**config.mk**
```make
export PLATFORM = sky130hd
export DESIGN_NAME = button_decoder
export DESIGN_NICKNAME = d
export VERILOG_FILES = /design/src/rtl/button_pkg.sv /design/src/rtl/button_debounce.sv /design/src/rtl/button_decoder.sv
export SDC_FILE = /design/constraint.sdc
export NUM_CORES = 1
export LEC_CHECK = 0
export CAP_MARGIN = 20
export CORE_MARGIN = 2
export CORE_UTILIZATION = 50
export DETAILED_ROUTE_END_ITERATION = 8
export PLACE_DENSITY = 0.72
export SETUP_SLACK_MARGIN = 0.2
export SLEW_MARGIN = 20
export SYNTH_ARGS = -nofsm -noshare
export SYNTH_HDL_FRONTEND = slang
export SYNTH_SLANG_ARGS = --single-unit
export TNS_END_PERCENT = 20
```
**constraint.sdc**
```tcl
create_clock -name clock -period 2.8 [get_ports clock]
set_input_delay 0.56 -clock clock [delete_from_list [all_inputs] [get_ports clock]]
set_output_delay 0.56 -clock clock [all_outputs]
set_load 0.01 [all_outputs]
```
**src/rtl/button_pkg.sv**
```systemverilog
// Shared types and helpers for the front-panel push-button decoder.
// Latency: n/a (package only).
// Backpressure: n/a (package only).
package button_pkg;

  // All gesture and debounce timers share this width.
  localparam int TIMER_W = 32;

  // Gesture classifier states.
  typedef enum logic [2:0] {
    IDLE,
    PRESS1,
    WAIT2,
    PRESS2,
    LONG_HELD
  } state_t;

  // Converts a millisecond interval to clock cycles. The Hz value is
  // divided first so that large clocks do not overflow 32 bits.
  function automatic logic [TIMER_W-1:0] ms_to_cycles(
    input logic [TIMER_W-1:0] clk_hz,
    input logic [TIMER_W-1:0] ms
  );
    return (clk_hz / TIMER_W'(1000)) * ms;
  endfunction

endpackage

```
**src/rtl/button_debounce.sv**
```systemverilog
// Synchronises the raw active-low button and debounces it into a press level.
// Latency: debounce_cycles+2 clocks from a clean raw edge to pressed changing.
// Backpressure: none; free-running, independent of gesture enable.
//
// Ports:
//   clock     module clock
//   reset     asynchronous active-high reset
//   button_n  raw button, active low, asynchronous to clock
//   pressed   debounced level, 1 = button down
module button_debounce
  import button_pkg::*;
#(
  parameter logic [TIMER_W-1:0] debounce_cycles = TIMER_W'(250000)
) (
  input  logic clock,
  input  logic reset,
  input  logic button_n,
  output logic pressed
);

  // The count is compared before increment, so the flip happens on the
  // edge where the mismatch has persisted for debounce_cycles clocks.
  localparam logic [TIMER_W-1:0] DEBOUNCE_LAST = debounce_cycles - TIMER_W'(1);

  logic                 sync_q1;
  logic                 sync_q2;
  logic                 level;
  logic [TIMER_W-1:0]   count_q;

  // Synchroniser resets to the released level (button_n high).
  always_ff @(posedge clock or posedge reset) begin
    if (reset) begin
      sync_q1 <= 1'b1;
      sync_q2 <= 1'b1;
    end else begin
      sync_q1 <= button_n;
      sync_q2 <= sync_q1;
    end
  end

  assign level = ~sync_q2;

  // Any return to agreement clears the count, so short bounces never
  // accumulate toward a level change.
  always_ff @(posedge clock or posedge reset) begin
    if (reset) begin
      count_q <= '0;
      pressed <= 1'b0;
    end else if (level == pressed) begin
      count_q <= '0;
    end else if (count_q == DEBOUNCE_LAST) begin
      count_q <= '0;
      pressed <= level;
    end else begin
      count_q <= count_q + TIMER_W'(1);
    end
  end

endmodule

```
**src/rtl/button_decoder.sv**
```systemverilog
// Classifies debounced button gestures as short, long or double presses.
// Latency: pulses are combinational from registered state; debounce adds debounce_cycles+2.
// Backpressure: none; single-cycle pulses, suppressed entirely while enable is low.
//
// Ports:
//   clock         module clock
//   reset         asynchronous active-high reset
//   button_n      raw button, active low, asynchronous
//   enable        gesture detection enable
//   pressed       debounced level, 1 = button down
//   held          high while a long press is still held
//   short_press   one-cycle pulse
//   long_press    one-cycle pulse
//   double_press  one-cycle pulse
module button_decoder
  import button_pkg::*;
#(
  parameter int unsigned clock_speed = 25000000,
  parameter int unsigned debounce_ms = 10,
  parameter int unsigned long_ms     = 1000,
  parameter int unsigned double_ms   = 300
) (
  input  logic clock,
  input  logic reset,
  input  logic button_n,
  input  logic enable,
  output logic pressed,
  output logic held,
  output logic short_press,
  output logic long_press,
  output logic double_press
);

  localparam logic [TIMER_W-1:0] DEBOUNCE_CYCLES = ms_to_cycles(clock_speed, debounce_ms);
  localparam logic [TIMER_W-1:0] LONG_CYCLES     = ms_to_cycles(clock_speed, long_ms);
  localparam logic [TIMER_W-1:0] DOUBLE_CYCLES   = ms_to_cycles(clock_speed, double_ms);
  localparam logic [TIMER_W-1:0] LONG_LAST       = LONG_CYCLES - TIMER_W'(1);
  localparam logic [TIMER_W-1:0] DOUBLE_LAST     = DOUBLE_CYCLES - TIMER_W'(1);

  if (DEBOUNCE_CYCLES == '0 || LONG_CYCLES == '0 || DOUBLE_CYCLES == '0) begin : g_bad_timing
    $error("button_decoder: a derived cycle count is zero");
  end

  logic               pressed_q;
  logic               rise;
  logic               fall;
  state_t             state_q;
  state_t             state_d;
  logic [TIMER_W-1:0] timer_q;
  logic [TIMER_W-1:0] timer_d;

  button_debounce #(
    .debounce_cycles (DEBOUNCE_CYCLES)
  ) u_debounce (
    .clock    (clock),
    .reset    (reset),
    .button_n (button_n),
    .pressed  (pressed)
  );

  assign rise = pressed & ~pressed_q;
  assign fall = ~pressed & pressed_q;

  // State register.
  always_ff @(posedge clock or posedge reset) begin
    if (reset) begin
      state_q   <= IDLE;
      timer_q   <= '0;
      pressed_q <= 1'b0;
    end else begin
      state_q   <= state_d;
      timer_q   <= timer_d;
      pressed_q <= pressed;
    end
  end

  // Next-state logic. Every timed state leaves at its terminal count,
  // so the timer never needs saturation.
  always_comb begin
    state_d = state_q;
    timer_d = timer_q;
    if (!enable) begin
      state_d = IDLE;
      timer_d = '0;
    end else begin
      case (state_q)
        IDLE: begin
          if (rise) begin
            state_d = PRESS1;
            timer_d = '0;
          end
        end
        PRESS1: begin
          if (fall) begin
            state_d = WAIT2;
            timer_d = '0;
          end else if (timer_q == LONG_LAST) begin
            state_d = LONG_HELD;
            timer_d = '0;
          end else begin
            timer_d = timer_q + TIMER_W'(1);
          end
        end
        WAIT2: begin
          // Rise is tested first so a coincident expiry becomes a double.
          if (rise) begin
            state_d = PRESS2;
            timer_d = '0;
          end else if (timer_q == DOUBLE_LAST) begin
            state_d = IDLE;
            timer_d = '0;
          end else begin
            timer_d = timer_q + TIMER_W'(1);
          end
        end
        PRESS2: begin
          if (fall) state_d = IDLE;
        end
        LONG_HELD: begin
          if (fall) state_d = IDLE;
        end
        default: begin
          state_d = IDLE;
          timer_d = '0;
        end
      endcase
    end
  end

  // Outputs. Each pulse term mirrors exactly one exit transition, so at
  // most one can be high in a cycle.
  always_comb begin
    held         = (state_q == LONG_HELD);
    short_press  = enable && (state_q == WAIT2)  && !rise && (timer_q == DOUBLE_LAST);
    long_press   = enable && (state_q == PRESS1) && !fall && (timer_q == LONG_LAST);
    double_press = enable && (state_q == PRESS2) && fall;
  end

endmodule

```
Word-level counts from Yosys, hierarchy flattened
Cells that the tools add are included.

word-level totals
  register bits after elaboration = 71
  bits of input ports = 4
  output and inout bits = 5
  logic and storage cells = 60

operators by class
  $add $sub $neg = 2
  eq/ne operators = 13
  mux-type cells = 17
  bitwise gates (word level) = 6
  reduce and logical (&&, ||, !) cells = 15

operator list
  cell                                                   count
  two-way mux 32 bit                                     8
  case mux 32 bit (4 select lines)                       1
  adder 32 x 1 -> 32 bit, second input constant          2
  equality test 32 x 18 -> 1 bit, second input constant  1
  equality test 32 x 23 -> 1 bit, second input constant  1
  equality test 32 x 25 -> 1 bit, second input constant  1
  two-way mux 3 bit                                      7
  case mux 3 bit (4 select lines)                        1
  logical AND 1 bit                                      8
  inequality test 4 bit, second input constant           2
  equality test 3 x 2 -> 1 bit, second input constant    2
  inverter 1 bit                                         4
  AND reduction 2 bit                                    2
  AND reduction 4 bit                                    1
  equality test 3 x 1 -> 1 bit, second input constant    1
  equality test 3 bit, second input constant             1
  logical NOT 3 bit                                      1
  inequality test 3 x 2 -> 1 bit, second input constant  1
  inequality test 3 bit, second input constant           1
  bitwise AND 1 bit                                      2
  logical NOT 1 bit                                      2
  inequality test 2 bit, second input constant           1
  OR reduction 2 bit                                     1
  equality test 1 bit                                    1

Longest topological paths before layout
Gate-level depths: netlist (run 1).

  depth in word-level cells = 5
  gate-level depth with buffers = 8
  mapped depth without buffers = 6

Hierarchy
A second synthesis (run 1) with hierarchy kept.

unflattened totals
  cells, all modules = 422
  area total of the unflattened synthesis = 4010.1 µm²

modules (own cells, without submodules)
  module           times used  cells each  area an instance (µm²)  sequential area each (µm²)
  button_decoder   1           239         2219.6                  900.9
  button_debounce  1           183         1790.5                  878.3

Least setup slack after synthesis (run 1)
Ideal clock, no wire load.

  path type = input to register
  start point = input port enable
  end point = register timer_q[6]
  library setup time = 67 ps
  arrival = 2181 ps
  data required time = 2733 ps
  path slack = 551 ps
  stages = 7
  buffers on the path = 2
  cells stage by stage = clkbuf_1 > nand3b_1 > or3_1 > o22a_1 > buf_4 > a2111oi_0 > a311o_1

between the ends
  cells in the longest elaborated chain, start to end = 2
  elaborated cells on any way between the ends = 4
  classes of those cells = eq/ne (2); mux (1); reduce/logical (1)

RTL lines
  element                                                                   RTL line              RTL
  start, declared                                                           button_decoder.sv:26  input logic enable,
  inequality test 3 bit (no line) or inequality test 2 bit (tied branches)  n/a
  AND reduction 2 bit (no line)                                             n/a
  end signal, assigned                                                      button_decoder.sv:72  timer_q <= timer_d;
  end, declared                                                             button_decoder.sv:49  logic [TIMER_W-1:0] timer_q;

Parallel ways exist; a longest one is shown, timed or not.
A chain may end at the register's enable or synchronous reset.

Worst setup path in the final report (run 1)
  start point = register timer_q[28]
  end point = output port short_press

between the ends
  cells in the longest elaborated chain, start to end = 2

RTL lines
  element                         RTL line               RTL
  equality test 32 x 23 -> 1 bit  button_decoder.sv:134  short_press = enable && (state_q == WAIT2) && !rise && (timer_q == DOUBLE_LAST);
  logical AND 1 bit               button_decoder.sv:134
  end, declared                   button_decoder.sv:29   output logic short_press,

No other way between the ends.

==> results of run 1 <==
[worst max-delay path, stage by stage (launching register included)]
cell	delay, ns
dfrtp_1	0.42
or4_4	0.57
nor4_4	0.30
inv_1	0.10
nor3_2	0.16
buf_2	0.14
[worst max path at each step]
stage | start | endpoint | slack [ns] | cells past startpoint
6_report | timer_q[28]$_DFFE_PP0P_ | short_press | 0.22 | 5
2_1_floorplan | reset | pressed_q$_DFF_PP0_ | 0.45 | 1
4_1_cts | timer_q[28]$_DFFE_PP0P_ | long_press | 0.15 | 4
3_3_place_gp | timer_q[26]$_DFFE_PP0P_ | short_press | 0.07 | 5
3_5_place_dp | timer_q[26]$_DFFE_PP0P_ | short_press | 0.06 | 5
5_1_grt | timer_q[1]$_DFFE_PP0P_ | short_press | 0.11 | 6
[through the flow]
stage                     hold WS [ns]  setup WS, ns  utilization, %  power, W
final                           0.3589        0.2162           58.70  0.001941
after floorplan                 0.3452        0.4467               -  0.001095
after global routing            0.3645        0.1084           58.70  0.002015
after global placement          0.3467       0.07032           55.68  0.001120
after detailed placement        0.3479       0.06030           55.68  0.001122
after CTS                       0.3610        0.1500           58.69  0.001959
[report_power, final]
| part | switching, W | internal, W |
|---|---|---|
| clock network | 0.000420 | 0.000421 |
| registers | 0.00000416 | 0.00103 |
| logic | 0.0000463 | 0.0000193 |
[kinds of logic after synthesis]
logic type	count (synthesis)	share of synthesized area [%]
AOI/OAI and AO/OA	69	12.97
xor gates and xnor gates	41	9.193
adders and majority gates	2	0.6405
buffers and inverters	34	3.876
DFF	71	45.55
muxes	1	0.2883
and+or+nand+nor	205	27.48
[layout by cell type, fill, tap and decap left out, types with 3 or more instances in the layout]
cell type / n
buf_4: 29
and2_1: 4
xor2_1: 19
dfrtp_1: 69
nor4_1: 11
nand2_1: 25
xnor2_1: 22
inv_1: 15
nor3_1: 10
nand3_1: 32
or4_1: 5
or3_1: 6
and3_1: 11
nand4_1: 19
a221o_1: 8
a21oi_1: 20
clkbuf_8: 9
nor2_1: 59
o21ai_0: 9
a211oi_1: 3
a2111oi_0: 6
clkdlybuf4s50_1: 6
inv_6: 3
[cells in the mapped netlist (2+ instances only)]
library cell,instances,area (sq um)
dfrtp_1,69,1727
nor2_1,59,221.5
nand3_1,32,160.2
nand2_1,25,93.84
xnor2_1,22,192.7
a21oi_1,20,100.1
nand4_1,19,118.9
xor2_1,19,166.4
inv_1,16,60.06
nor3_1,12,60.06
nor4_1,12,75.07
and3_1,11,68.82
clkbuf_1,11,41.29
o21ai_0,9,45.04
a221o_1,8,80.08
or4_1,7,52.55
a2111oi_0,6,52.55
or3_1,6,37.54
and2_1,4,25.02
buf_2,4,20.02
a211oi_1,3,22.52
a22o_1,3,26.28
a2111oi_2,2,30.03
a211o_1,2,17.52
a22oi_1,2,15.01
buf_6,2,22.52
dfstp_2,2,52.55
ha_1,2,25.02
nand2b_1,2,12.51
nor2b_1,2,12.51
o22a_1,2,17.52
o31ai_1,2,15.01
o41ai_1,2,17.52
or3b_1,2,17.52
or4b_1,2,20.02
[area by class of cell]
class / count / area share (%)
Multi-Input combinational cell: 318 / 44.84
Sequential cell: 71 / 39.63
Timing Repair Buffer: 38 / 6.856
Tap cell: 102 / 2.843
Clock buffer: 9 / 2.759
Clock inverter: 7 / 1.728
Inverter: 16 / 1.338
[state kept, by name, indices dropped and copies added (netlist names)]
register,count
pressed_q,1
u_debounce.sync_q2,1
u_debounce.sync_q1,1
u_debounce.count_q,32
timer_q,32
state_q,3
u_debounce.pressed,1
[metal layers]
metal	track usage, %	vias up	wire, um
met4	5.100	0	85
li1	-	1604	-
met3	4.231	10	364
met1	29.47	1629	3815
met2	36.80	87	4229
met5	0	-	0
[repair_timing]
action / CTS / global route
pin swaps: 3 / 1
gates resized for setup: 10 / 4
buffers inserted: 1 / 0
setup endpoints to repair: 2 / 13
gates cloned: 0 / 0
hold endpoints to repair: 0 / 0
==> out/results.txt, run 1 <==
First DRT Iteration DRCs - 210
Site Rows - 32
Max clock buf depth - 2
PD cells - 432.4 nW/um^2
Fin. Hold Viols - 0
Placed Area - 4258 sq um
GPL Wtd Cong - 0.9345
worst flop-to-flop path endpoint - timer_q[6]$_DFFE_PP0P_
die width - 92.39 um
post-synthesis sequential area ratio - 45.55%
CTS Sinks - 71
first-pass GRT wire length - 15070 um
Worst EP arrival - 2.02 ns
Routed WL - 8495 um
Clock transition at path regs - 0.08 ns
Worst VDD drop - 0.3740 mV
post-route minimum period - 2.584 ns
Mapped Avg Cell Area - 9.235 sq um
CP Max Fanout - 4
worst-skew pair later-pin latency - 0.34 ns
Root Buffer - clkbuf_8
fin. max-slew vios - 0
P&R area growth vs syn - 14.93%
number of synthesized flops with an enable pin - 0
Ant. Diodes - 0
Slew @ Worst Pin - 0.7791 ns
ys flop type - dfrtp_1
Placed Cells - 544
Min-Delay Startpoint - u_debounce.sync_q1$_DFF_PP1_
FFs w/ async S/R, synth - 100.0%
CTS tree - built
R2R setup slack - 0.32 ns
nets@finish - 460
largest net degree at the start of global routing - 33
reg2reg path depth - 7
CTS buffer count - 9
synthesized flop and latch total - 71
share of cells above drive strength 1 - 13.94%
H-tree Lvls - 3
DRC - 0
WHS Endpoint - u_debounce.sync_q2$_DFF_PP1_
FILL cells - 652
cell area after synthesis - 3906 sq um
Sum Neg Setup Slack - 0 ns
unrepaired setup endpoints after global routing - yes
design area - 4489 sq um
Final HPWL DP - 6077 um
MaxCap Viol Count - 0
FMAX - 387.0 MHz
via count - 3330
io pins - 9
Max-slew headroom - 46.71%
Post-DRT Antenna Nets - 0
DIE AREA - 8536 sq um
Setup crit end kind - primary output
area of the multi-input gates - 2013 sq um
Starting Density - 51.08%
setup violators final - 0
final cycle utilization of the critical path - 92.28%
DRT Pass-1 Iters - 7
vias in the first global route - 3182
WL per Instance - 15.14 um
Post-Layout Cell Count - 561
Synth Instances - 423
Setup Skew - 0.009183 ns
Buffers on Ports - 8
Core Region - 7647 sq um
synthesized net count - 429
Hold Path Class - reg2reg
Seq. cell area - 1779 sq um
global-route usage over all layers - 21.92%
hold path depth - 0
Setup CP Type - reg2out
status - finished, final reports clean
Req. time, crit path - 2.24 ns
Synth cell types - 55
grt ovf - 0
leakage dissipation - 1.817 nW
Synth warnings - 0
Die Y - 92.39 um
initial antenna violation count - 0
hold-fix buffer count after cts - 0
Via density - 5.936
Worst Setup Start Kind - register
worst r2r src - timer_q[24]$_DFFE_PP0P_
(Power assumes the default switching activity.)
==> run 2: changes to the inputs <==
- SYNTH_HIERARCHICAL: not set -> 1
- clock period: 2.8 -> 2.7 ns (I/O delays scaled with it)
==> out/results.txt, run 2 <==
hold_ws - 0.3532 ns (-0.005654 ns)
highest-count cells in the layout ignoring fill and taps - 67 x dfrtp_1, 33 x nor2_1, 30 x buf_4, 29 x a21oi_1, 27 x nand2_1
synth cell count leaders - 69 x dfrtp_1, 34 x nor2_1, 29 x a21oi_1
Worst Setup Start Kind - register
Buffers on Ports - 8 (unchanged)
Clock transition at path regs - 0.08 ns (about the same)
Core Region - 7767 sq um (+1.6%)
CTS Sinks - 71 (unchanged)
Site Rows - 32 (unchanged)
DRT Pass-1 Iters - 5 (-2)
ys flop type - dfrtp_1
first-pass GRT wire length - 15090 um (+0.14%)
synthesized flop and latch total - 71 (unchanged)
post-synth top area cell - dfrtp_1
First DRT Iteration DRCs - 271 (+29%)
FFs w/ async S/R, synth - 100.0% (unchanged)
FMAX - 389.1 MHz
GPL Wtd Cong - 0.8544 (-8.6%)
largest net degree at the start of global routing - 37 (+12%)
synthesized net count - 428 (-0.23%)
Synth area leaders - dfrtp_1 43%, xnor2_1 4.4%, a21oi_1 3.6%
CTS tree - built
Routed WL - 8819 um (+3.8%)
WP buf/inv - 1 (-1)
global-route usage over all layers - 21.47% (-0.45 points)
Ant. Diodes - 0 (unchanged)
critical-path cell list - or4b_4, nor4_4, nand4_1, nor3_2, buf_2
fin. max-slew vios - 0 (unchanged)
Setup CP Type - reg2out
Final HPWL DP - 5875 um (-3.3%)
Max clock buf depth - 2 (unchanged)
Seq. cell area - 1782 sq um (+0.14%)
Sum Neg Setup Slack - 0 ns (unchanged)
final cycle utilization of the critical path - 95.18%
Worst VDD drop - 0.4162 mV (+11%)
Largest delay share family, worst path - simple AND/OR/NAND/NOR gates
Synth warnings - 6 (+6)
Post-DRT Antenna Nets - 0 (unchanged)
Die Y - 93.56 um (+1.3%)
CTS buffer count - 9 (unchanged)
Via density - 6.138 (+3.4%)
DIE AREA - 8753 sq um (+2.5%)
number of synthesized flops with an enable pin - 0 (unchanged)
commonest non-fill, non-tap cell in the layout - dfrtp_1
Setup crit end kind - primary output
Fin. Hold Viols - 0 (unchanged)
FILL cells - 682 (+4.6%)
Hold Path Class - reg2reg
Worst EP arrival - 2.03 ns (about the same)
DRC - 0 (unchanged)
status - finished, final reports clean
WL per Instance - 15.86 um (+4.7%)
H-tree Lvls - 3 (unchanged)
io pins - 9 (unchanged)
cell area after synthesis - 4010 sq um (+2.7%)
Yosys top cell area share - 43.06% (-1.1 points)
area of the multi-input gates - 2140 sq um (+6.3%)
most frequent cell after synthesis - dfrtp_1
Mapped Avg Cell Area - 9.503 sq um (+2.9%)
MaxCap Viol Count - 0 (unchanged)
Setup Skew - 0.01114 ns (+0.001955 ns)
via count - 3413 (+2.5%)
slowest stage delay, CP - 0.54 ns (-0.03 ns)
Synth cell types - 57 (+3.6%)
Synth Instances - 422 (-0.24%)
PD cells - 454.9 nW/um^2 (+5.2%)
final core occ - 59.31% (+0.61 points)
Starting Density - 51.63% (+0.55 points)
Root Buffer - clkbuf_8
Slew @ Worst Pin - 0.7237 ns (-0.05546 ns)
vias in the first global route - 3151 (-0.97%)
unrepaired setup endpoints after global routing - yes
initial antenna violation count - 0 (unchanged)
grt ovf - 0 (unchanged)
biggest regs - timer_q (32), u_debounce/count_q (32), state_q (3)
R2R setup slack - 0.32 ns (about the same)
Req. time, crit path - 2.16 ns (-0.08 ns)
die width - 93.56 um (+1.3%)
setup violators final - 0 (unchanged)
nets@finish - 455 (-1.1%)
P&R area growth vs syn - 14.88% (about the same)
worst-skew pair later-pin latency - 0.34 ns (about the same)
post-synthesis sequential area ratio - 44.37% (-1.2 points)
leakage dissipation - 1.820 nW (+0.18%)
CP Max Fanout - 2 (-2)
post-route minimum period - 2.570 ns
Critical-path top delay cell - or4b_4
Max-slew headroom - 51.23% (+4.5 points)
share of cells above drive strength 1 - 16.74% (+2.8 points)
==> run 2: cell types whose count changed in the layout (fill, tap and decap cells not counted), sizes merged, moves of 5 or more <==
cell and delta:
and4 +8, a21oi +9, xor2 -9, inv -8, a221o -6, nand3 -5, o31ai +16, or4 +13
nor2 -25, or3 +5, a2111oi -8
==> run 2: per-stage QoR <==
step | instances | area [sq um] | total power (W) | worst slack [ns]
5_1_grt | 556 | 4607 | 0.002169 | 0.04755
2_1_floorplan | 422 | 4010 | 0.001139 | 0.4734
3_3_place_gp | 534 | 4304 | 0.001166 | -0.2054
4_1_cts | 556 | 4588 | 0.002120 | 0.08023
6_report | 556 | 4607 | 0.002096 | 0.1300
3_5_place_dp | 534 | 4304 | 0.001169 | -0.2941
==> run 2: cell families after synthesis <==
group                    share of synthesized area (%)
AO/OA/AOI/OAI                                    11.89
adder cells (fa/ha/maj)                         0.8735
XOR/XNOR                                         6.552
AND/OR/NAND/NOR                                  31.42
flip-flops                                       44.37
multiplexers                                    0.8112
buffers and inverters                            4.087
==> run 2: power by group <==
part | switching (W) | internal [W]
combinational | 0.0000528 | 0.0000238
sequential | 0.00000395 | 0.00107
clock | 0.000400 | 0.000546
total | 0.000457 | 0.00164
==> run 2: path summary, 6_finish.rpt <==
kind	from	endpoint	cells after the start
hold reg to reg	u_debounce/sync_q1$_DFF_PP1_	u_debounce/sync_q2$_DFF_PP1_	0
max in group asynchronous	reset	state_q[2]$_DFFE_PP0P_	3
setup / recovery	timer_q[10]$_DFFE_PP0P_	short_press	5
setup reg to reg	timer_q[0]$_DFFE_PP0P_	timer_q[15]$_DFFE_PP0P_	7
hold / removal	u_debounce/sync_q1$_DFF_PP1_	u_debounce/sync_q2$_DFF_PP1_	0
min in group asynchronous	reset	u_debounce/count_q[31]$_DFF_PP0_	3
==> run 2: cell type report <==
| class | instances | share of cell area, % |
|---|---|---|
| clock buffer | 11 | 3.069 |
| clock inverter | 5 | 1.765 |
| inverter | 11 | 0.8963 |
| multi-input combinational | 318 | 46.44 |
| sequential | 71 | 38.67 |
| tap | 102 | 2.770 |
| timing repair buffer | 38 | 6.382 |
==> run 2: routing by layer <==
layer | GRT usage (%) | wire, um | vias to the layer above
li1 | - | - | 1646
met3 | 4.110 | 417 | 12
met2 | 32.31 | 4048 | 86
met1 | 31.86 | 4257 | 1669
met5 | 0 | 0 | -
met4 | 5.797 | 95 | 0
==> run 2: what timing repair did <==
item,CTS,global route
resized for setup,12,7
hold buffers,0,0
setup buffers,5,0
gates cloned,1,0
pin swaps,4,2
setup endpoints to repair,28,19
